<file path="src/rtl/lcd_pkg.sv">
// Shared constants and helpers for the LCD write arbiter: FSM state
// encoding, HD44780 DDRAM address command bits and message clamping.
package lcd_pkg;

  localparam logic [1:0] ST_IDLE = 2'd0;
  localparam logic [1:0] ST_ADDR = 2'd1;
  localparam logic [1:0] ST_CHAR = 2'd2;
  localparam logic [1:0] ST_DONE = 2'd3;

  localparam logic [7:0] LCD_CMD_SET_DDRAM = 8'h80;
  localparam logic [7:0] LCD_LINE2_OFFSET  = 8'h40;
  localparam int         LCD_LINE_LEN      = 16;

  // Number of characters actually written: the requested length, saturated
  // at one full line, then cut so the message never runs past the line end.
  function automatic logic [4:0] clamp_len(input logic [4:0] len,
                                           input logic [3:0] col,
                                           input int         line_len);
    logic [4:0] sat;
    logic [4:0] room;
    sat  = (len > 5'(line_len)) ? 5'(line_len) : len;
    room = 5'(line_len) - {1'b0, col};
    return (sat < room) ? sat : room;
  endfunction

endpackage

</file>
<file path="src/rtl/lcd_write_arbiter_if.sv">
// Requester/bus-driver bundle for the LCD write arbiter. The arbiter
// uses the master modport; the environment (requesters plus byte-level
// LCD bus driver) uses the slave modport.
interface lcd_write_arbiter_if #(
  parameter int NUM_REQ = 3
);
  logic [NUM_REQ-1:0]   req;
  logic [NUM_REQ-1:0]   req_line;
  logic [NUM_REQ*4-1:0] req_col;
  logic [NUM_REQ*5-1:0] req_len;
  logic [NUM_REQ*8-1:0] char_in;
  logic [NUM_REQ-1:0]   gnt;
  logic [NUM_REQ-1:0]   done;
  logic [3:0]           char_idx;
  logic                 bus_valid;
  logic                 bus_rs;
  logic [7:0]           bus_data;
  logic                 bus_ready;

  modport master (
    input  req, req_line, req_col, req_len, char_in, bus_ready,
    output gnt, done, char_idx, bus_valid, bus_rs, bus_data
  );

  modport slave (
    output req, req_line, req_col, req_len, char_in, bus_ready,
    input  gnt, done, char_idx, bus_valid, bus_rs, bus_data
  );

endinterface

</file>
<file path="src/rtl/lcd_write_arbiter_rr_arbiter.sv">
// Combinational round-robin pick: first requester above the last grant,
// wrapping around. The caller registers the result.
module rr_arbiter #(
  parameter int NUM_REQ = 3,
  parameter int IDX_W   = $clog2(NUM_REQ)
) (
  input  logic [NUM_REQ-1:0] i_req,
  input  logic [IDX_W-1:0]   i_last_grant,
  output logic [NUM_REQ-1:0] o_winner,
  output logic               o_any_req
);

  assign o_any_req = |i_req;

  // Scan last_grant+1, +2, ... with wrap; the last_grant slot itself is
  // visited last so a lone repeat requester still wins.
  always_comb begin
    int  idx;
    logic found;
    o_winner = '0;
    found    = 1'b0;
    for (int k = 1; k <= NUM_REQ; k++) begin
      idx = (int'(i_last_grant) + k) % NUM_REQ;
      if (!found && i_req[idx]) begin
        o_winner[idx] = 1'b1;
        found         = 1'b1;
      end
    end
  end

endmodule

</file>
<file path="src/rtl/lcd_write_arbiter.sv">
// Shares one 16x2 character LCD between NUM_REQ message writers. Grants
// one requester at a time (round robin) and streams a set-DDRAM-address
// command followed by the message characters to the byte-level bus driver.
//
//   state   | meaning
//   --------+-----------------------------------------------------------
//   IDLE    | no grant; pick a winner and latch its line/col/length
//   ADDR    | present set-DDRAM-address command beat (rs=0)
//   CHAR    | present character char_idx of the granted requester (rs=1)
//   DONE    | pulse done, remember last grant, drop gnt
module lcd_write_arbiter
  import lcd_pkg::*;
#(
  parameter int NUM_REQ  = 3,
  parameter int LINE_LEN = LCD_LINE_LEN
) (
  input logic               clk,
  input logic               reset_n,
  lcd_write_arbiter_if.master lcd_if
);

  localparam int IDX_W = $clog2(NUM_REQ);

  logic [1:0]         r_state;
  logic [NUM_REQ-1:0] r_gnt;
  logic [NUM_REQ-1:0] r_done;
  logic [3:0]         r_char_idx;
  logic               r_line;
  logic [3:0]         r_col;
  logic [4:0]         r_len;
  logic [IDX_W-1:0]   r_gnt_idx;
  logic [IDX_W-1:0]   r_last_grant;

  logic [NUM_REQ-1:0] w_winner;
  logic               w_any_req;
  logic [IDX_W-1:0]   w_win_idx;
  logic               w_sel_line;
  logic [3:0]         w_sel_col;
  logic [4:0]         w_sel_len;
  logic [4:0]         w_eff_len;
  logic [7:0]         w_char;
  logic               w_last_char;

  rr_arbiter #(
    .NUM_REQ (NUM_REQ),
    .IDX_W   (IDX_W)
  ) u_rr (
    .i_req        (lcd_if.req),
    .i_last_grant (r_last_grant),
    .o_winner     (w_winner),
    .o_any_req    (w_any_req)
  );

  // Binary index of the one-hot winner, used to pick its request fields.
  always_comb begin
    w_win_idx = '0;
    for (int i = 0; i < NUM_REQ; i++) begin
      if (w_winner[i]) w_win_idx = IDX_W'(i);
    end
  end

  assign w_sel_line  = lcd_if.req_line[w_win_idx];
  assign w_sel_col   = lcd_if.req_col[4*w_win_idx +: 4];
  assign w_sel_len   = lcd_if.req_len[5*w_win_idx +: 5];
  assign w_eff_len   = clamp_len(w_sel_len, w_sel_col, LINE_LEN);
  assign w_char      = lcd_if.char_in[8*r_gnt_idx +: 8];
  assign w_last_char = ({1'b0, r_char_idx} == (r_len - 5'd1));

  // Main sequencer: arbitration, field latching and beat stepping.
  // A zero-length message skips the bus entirely and goes straight to DONE.
  always_ff @(posedge clk or negedge reset_n) begin
    if (!reset_n) begin
      r_state      <= ST_IDLE;
      r_gnt        <= '0;
      r_done       <= '0;
      r_char_idx   <= '0;
      r_line       <= 1'b0;
      r_col        <= '0;
      r_len        <= '0;
      r_gnt_idx    <= '0;
      r_last_grant <= IDX_W'(NUM_REQ - 1);
    end else begin
      r_done <= '0;
      case (r_state)
        ST_IDLE: begin
          if (w_any_req) begin
            r_gnt      <= w_winner;
            r_gnt_idx  <= w_win_idx;
            r_line     <= w_sel_line;
            r_col      <= w_sel_col;
            r_len      <= w_eff_len;
            r_char_idx <= '0;
            if (w_eff_len == 5'd0) begin
              r_state <= ST_DONE;
              r_done  <= w_winner;
            end else begin
              r_state <= ST_ADDR;
            end
          end
        end
        ST_ADDR: begin
          if (lcd_if.bus_ready) begin
            r_char_idx <= '0;
            r_state    <= ST_CHAR;
          end
        end
        ST_CHAR: begin
          if (lcd_if.bus_ready) begin
            if (w_last_char) begin
              r_state <= ST_DONE;
              r_done  <= r_gnt;
            end else begin
              r_char_idx <= r_char_idx + 4'd1;
            end
          end
        end
        ST_DONE: begin
          r_last_grant <= r_gnt_idx;
          r_gnt        <= '0;
          r_char_idx   <= '0;
          r_state      <= ST_IDLE;
        end
        default: r_state <= ST_IDLE;
      endcase
    end
  end

  // Beat content is a pure function of the registered state so it cannot
  // move while the driver is stalling us.
  always_comb begin
    lcd_if.bus_valid = 1'b0;
    lcd_if.bus_rs    = 1'b0;
    lcd_if.bus_data  = 8'h00;
    case (r_state)
      ST_ADDR: begin
        lcd_if.bus_valid = 1'b1;
        lcd_if.bus_data  = LCD_CMD_SET_DDRAM
                         | (r_line ? LCD_LINE2_OFFSET : 8'h00)
                         | {4'h0, r_col};
      end
      ST_CHAR: begin
        lcd_if.bus_valid = 1'b1;
        lcd_if.bus_rs    = 1'b1;
        lcd_if.bus_data  = w_char;
      end
      default: ;
    endcase
  end

  assign lcd_if.gnt      = r_gnt;
  assign lcd_if.done     = r_done;
  assign lcd_if.char_idx = r_char_idx;

endmodule

</file>
<file path="src/flat_wrapper.sv">
// flat-port wrapper written by rule: the top's interface ports become plain ports
module lcd_write_arbiter_flat import lcd_pkg::*;
#(
  parameter int NUM_REQ  = 3,
  parameter int LINE_LEN = LCD_LINE_LEN
)
  (clk, reset_n, lcd_if_req, lcd_if_req_line, lcd_if_req_col, lcd_if_req_len, lcd_if_char_in, lcd_if_bus_ready, lcd_if_gnt, lcd_if_done, lcd_if_char_idx, lcd_if_bus_valid, lcd_if_bus_rs, lcd_if_bus_data);
  lcd_write_arbiter_if #(.NUM_REQ(NUM_REQ)) lcd_if_i ();
  input logic clk;
  input logic reset_n;
  input wire logic [$bits(lcd_if_i.req)-1:0] lcd_if_req;
  input wire logic [$bits(lcd_if_i.req_line)-1:0] lcd_if_req_line;
  input wire logic [$bits(lcd_if_i.req_col)-1:0] lcd_if_req_col;
  input wire logic [$bits(lcd_if_i.req_len)-1:0] lcd_if_req_len;
  input wire logic [$bits(lcd_if_i.char_in)-1:0] lcd_if_char_in;
  input wire logic [$bits(lcd_if_i.bus_ready)-1:0] lcd_if_bus_ready;
  output wire logic [$bits(lcd_if_i.gnt)-1:0] lcd_if_gnt;
  output wire logic [$bits(lcd_if_i.done)-1:0] lcd_if_done;
  output wire logic [$bits(lcd_if_i.char_idx)-1:0] lcd_if_char_idx;
  output wire logic [$bits(lcd_if_i.bus_valid)-1:0] lcd_if_bus_valid;
  output wire logic [$bits(lcd_if_i.bus_rs)-1:0] lcd_if_bus_rs;
  output wire logic [$bits(lcd_if_i.bus_data)-1:0] lcd_if_bus_data;
  assign lcd_if_i.req = lcd_if_req;
  assign lcd_if_i.req_line = lcd_if_req_line;
  assign lcd_if_i.req_col = lcd_if_req_col;
  assign lcd_if_i.req_len = lcd_if_req_len;
  assign lcd_if_i.char_in = lcd_if_char_in;
  assign lcd_if_i.bus_ready = lcd_if_bus_ready;
  assign lcd_if_gnt = lcd_if_i.gnt;
  assign lcd_if_done = lcd_if_i.done;
  assign lcd_if_char_idx = lcd_if_i.char_idx;
  assign lcd_if_bus_valid = lcd_if_i.bus_valid;
  assign lcd_if_bus_rs = lcd_if_i.bus_rs;
  assign lcd_if_bus_data = lcd_if_i.bus_data;
  lcd_write_arbiter #(.NUM_REQ(NUM_REQ), .LINE_LEN(LINE_LEN)) u_core (.clk(clk), .reset_n(reset_n), .lcd_if(lcd_if_i));
endmodule
</file>
<file path="config.mk">
export PLATFORM = sky130hd
export DESIGN_NAME = lcd_write_arbiter_flat
export DESIGN_NICKNAME = d
export VERILOG_FILES = /design/src/rtl/lcd_pkg.sv /design/src/rtl/lcd_write_arbiter_if.sv /design/src/rtl/lcd_write_arbiter_rr_arbiter.sv /design/src/rtl/lcd_write_arbiter.sv /design/src/flat_wrapper.sv
export SDC_FILE = /design/constraint.sdc
export NUM_CORES = 1
export LEC_CHECK = 0
export BUFFER_PORTS_ARGS = -buffer_cell sky130_fd_sc_hd__buf_2
export CAP_MARGIN = 20
export CORE_MARGIN = 2
export CORE_UTILIZATION = 45
export DETAILED_ROUTE_END_ITERATION = 10
export GPL_TIMING_DRIVEN = 0
export PLACE_DENSITY = 0.79
export SLEW_MARGIN = 0
export SYNTH_ARGS = -nofsm -noshare
export SYNTH_HDL_FRONTEND = slang
export SYNTH_HIERARCHICAL = 1
export SYNTH_SLANG_ARGS = --single-unit
export TNS_END_PERCENT = 50
</file>
<file path="constraint.sdc">
create_clock -name clk -period 7.77 [get_ports clk]
set_input_delay 1.554 -clock clk [delete_from_list [all_inputs] [get_ports clk]]
set_output_delay 1.554 -clock clk [all_outputs]
set_load 0.01 [all_outputs]
</file>
==> metrics list <==
* Worst-skew pair later-pin latency: 0.27 ns
* Mean area per synthesized cell: ~8.4 µm²
- In this run the critical register-to-register path is captured at u_core/lcd_if.done[0].
- Counting I/O delays and the setup requirement, the final critical path takes approximately 5.2 ns.
* Diodes inserted: 0
- Wire length reported by the detailed router: 5.457 mm
- DRT iter0 DRCs: approximately 110
- The floorplan has 26 rows.
- During synthesis, Yosys emitted a total of 6 warnings.
* CTS tree: done
* Relative area change from synthesis to final layout: 22.70%
- For this run, the detailed router's first-pass iteration total came to 4.
- In this run the tool buffered the top-level ports with 79 buffer cells.
- Cell at the slowest stage of the critical path: mux2i_1
* Post-route clock period utilization: between 60% and 70%
* Total Die Area: around 5800 µm²
- For this design the static power due to leakage is 1.396 nW.
- For the pin with the worst max-slew slack, the measured transition is around 0.73 ns.
* Power per Cell Area: ~400 nW/µm²
* Die Width: ~76 µm
- Cell chosen for the clock root: clkbuf_8
* Post-Synthesis Cell Area: about 2300 µm²
- Worst hold-check path type: flip-flop to flip-flop
* Worst hold path depth: 2
- Primary flip-flop cell chosen by synthesis mapping: dfrtp_1
- After routing the design area is between 2000 and 3000 µm².
- Data on the critical path arrives at its endpoint at ~5.4 ns.
- Synthesized flop and latch total: 26
- Setup TNS Final: 0 ns
* Total I/O pin count: 80
* Share of Yosys cell area claimed by the top area cell type: ~27%
* Worst-case headroom to the max-slew limit: between 50% and 60%
- In this run, flip-flops and latches consume about a fifth of the power.
- Hold timing on the final database bottoms out at a slack of between 0.4 and 0.5 ns.
- After global routing the overflow that remains totals 0.
- In this run the deepest clock path goes through 2 buffers.
* Delay of the slowest cell on the worst path: about 0.48 ns
* Part of the total power dissipated in the clock network: roughly 7%
* Total of endpoints with negative setup slack in the final report: 0
- Traced cell by cell, the critical path runs through buf_2 -> nand2b_1 -> o22ai_1 -> a21oi_1 -> o22ai_1 -> mux2_2 -> mux2i_1 -> nand3_1 -> xnor2_1 -> ha_1 -> a41oi_1 -> o21ai_0 -> o31ai_4 -> mux2i_1 -> o21ai_1.
- Type of the worst setup path: input pin to flip-flop
* Final hold violation count: 0
- Average routed wire per standard cell: around 13 µm
- Cell count after synthesis: 278
* Vias: approximately 2,200
- Reg-to-Reg Start: u_core/r_last_grant[1]
- Peak Freq: approximately 190 MHz
* Top library cells by usage in the layout, fill and taps aside: 80 x buf_2, 33 x nand2_1, 25 x mux2i_1, 25 x dfrtp_1, 23 x nor2_1
- VDD sags by at most around 0.22 mV.
- Gr usage total: 18.91%
- The run finished with clean final reports.
- The number of antenna violations at the first check in global routing is 0.
* CTS sink cnt: 26
- The wire-length estimate of the detail-placed layout is roughly 4.4 mm.
- Counting every net in the synthesized netlist gives roughly 350.
- Largest area contributor in the synthesized netlist: dfrtp_1
* Most common cell after layout, fill and taps aside: buf_2
- Clock transition time at the flip-flop clock pins of the worst setup and hold paths: around 0.08 ns
* Fill cells: between 400 and 500
- Setup repair after global routing missed its margin: no
* Dominant cells by area after synthesis: dfrtp_1 27%, mux2i_1 11%, ha_1 8.1%, nand2_1 5.3%, mux2_2 4.4%
- Data on the critical path is required at its endpoint by just under 8 ns.
- In this run, CTS created clock tree buffers numbering 3.
* Htree depth: 1
- Initial cell density of the core: between 40% and 50%
- The number of global-route vias before repair came to 2,007.
* Type of destination of the critical path: flip-flop
- In this run the vertical extent of the chip is about 76 µm.
- The startpoint identified for the worst hold timing path is u_core/r_line.
- End point of the most critical hold path: u_core/r_line
* Count of hold-fix buffers inserted at cts: 0
* Resize count post-CTS: 0
- Highest fanout seen on the critical path: 8
- Entering global routing, the biggest net connects 27 pins.
* Worst setup skew after layout: between 0.008 and 0.009 ns
- The analysis attributes to net switching a power of approximately 0.55 mW.
- Switching share of total power: 48.18%
* DR DRC count: 0
- DR vias/cell: 5.165
- The netlist uses 54 different library cells.
* Core area: a little over 5000 µm²
* Multi-input logic area: approximately 1500 µm²
* Number of cell instances on the worst register-to-register path: 16
- Fraction of final layout cells with drive strength greater than 1: between 20 and 30%
- First-pass GRT wire length: roughly 8.5 mm
- Startpoint Class: input pin
- Sequential share of the synthesized area: 28.03%
* Post-CTS Setup Repair Bufs: 0
* Overall power after layout: about 1.1 mW
- Register Area: about 650 µm²
- In this run the register-to-register setup slack is 3.04 ns.
* Antenna Nets Post-Route: 0
- Net count, final: 437
- Number of enable-type register cells in the synthesized netlist: 0
- Cell internal power dissipation: 0.5893 mW
- Area post-placement: 2809 µm²
* Max-slew violation total from the final report: 0
* Final Wtd Congestion: around 0.86
- In the synthesized netlist the async set-or-reset flop fraction comes to between 90% and 100%.
- Max_cap viols: 0
* Gate power share: between 70 and 80%
## critical path: cells and delay by family
| kind | cells | cell delay, ns |
|---|---|---|
| AOI/OAI and AO/OA | 7 | 1.53 |
| xor gates and xnor gates | 1 | 0.25 |
| adders and majority gates | 1 | 0.30 |
| buffers and inverters | 1 | 0.14 |
| muxes | 3 | 1.27 |
| and+or+nand+nor | 2 | 0.30 |
## cell usage after synthesis, types with 2 or more instances
master    instances
nand2_1          33
dfrtp_1          25
mux2i_1          25
nor2_1           23
o21ai_0          19
a21oi_1          15
ha_1             15
inv_1            15
clkbuf_1          9
mux2_2            9
nand3_1           9
o21ai_1           9
xnor2_1           7
a22o_1            6
nor2b_1           6
o22ai_1           5
o21ai_2           3
a41oi_1           2
buf_4             2
buf_6             2
inv_2             2
nand2b_1          2
nand3b_1          2
nand4_1           2
xor2_1            2
## routing by layer
metal / global-route usage (%) / up-vias / wire [µm]
li1: - / 1145 / -
met1: 23.49 / 999 / 2444
met2: 35.25 / 80 / 2655
met3: 1.190 / 2 / 323
met4: 4.873 / 0 / 34
met5: 0 / - / 0
## area by class of cell
cell class | instances | share of cell area, %
inverter | 17 | 2.236
clock buffer | 4 | 1.578
sequential | 26 | 22.84
tap | 70 | 3.069
timing repair buffer | 79 | 13.85
buffer | 15 | 2.806
multi-input combinational | 220 | 53.62
## state kept, by name, summed over array words and instances, names as in the netlist
| name | flops |
|---|---|
| u_core/r_line | 1 |
| u_core/lcd_if.char_idx | 4 |
| u_core/r_col | 4 |
| u_core/lcd_if.gnt | 3 |
| u_core/r_len | 5 |
| u_core/r_last_grant | 2 |
| u_core/r_gnt_idx | 2 |
| u_core/lcd_if.done | 3 |
| u_core/r_state | 2 |
## per-stage QoR
| step | setup WS [ns] | std cells | util, % |
|---|---|---|---|
| final | 2.537 | 431 | 56.60 |
| after global routing | 2.205 | 431 | 56.60 |
| after CTS | 2.515 | 431 | 56.60 |
| after detailed placement | 2.235 | 427 | 55.71 |
| after global placement | 2.320 | 427 | 55.71 |
| after floorplan | 3.028 | 278 | - |
## cells by family (layout without fill, tap and decap cells)
kind of cell | after synthesis | count (layout) | synth area share [%]
adders and majority gates | 15 | 15 | 8.069
xor gates and xnor gates | 9 | 9 | 3.389
DFF | 26 | 26 | 28.03
buffers and inverters | 32 | 115 | 6.185
and+or+nand+nor | 89 | 89 | 18.18
muxes | 35 | 35 | 15.60
AOI/OAI and AO/OA | 72 | 72 | 20.55
## worst max-delay path by stage
| stage | startpoint | to | slack [ns] | cells past startpoint |
|---|---|---|---|---|
| after floorplan | lcd_if_req[2] | u_core/lcd_if.done[0] | 3.03 | 16 |
| after global placement | lcd_if_req[2] | u_core/lcd_if.done[0] | 2.32 | 15 |
| after detailed placement | lcd_if_req[2] | u_core/lcd_if.done[0] | 2.23 | 15 |
| after CTS | lcd_if_req[2] | u_core/lcd_if.done[0] | 2.52 | 15 |
| after global routing | lcd_if_req[2] | u_core/lcd_if.done[0] | 2.21 | 15 |
| final | lcd_if_req[2] | u_core/lcd_if.done[0] | 2.54 | 15 |
## power groups by stage
stage	registers (mW)	logic [mW]	clock network, mW
after floorplan	0.225	0.652	0
after global placement	0.232	0.807	0
after detailed placement	0.232	0.827	0
after CTS	0.229	0.832	0.0784
after global routing	0.235	0.927	0.0843
final	0.229	0.830	0.0775
Note: power is estimated with default switching activity, not from simulation.
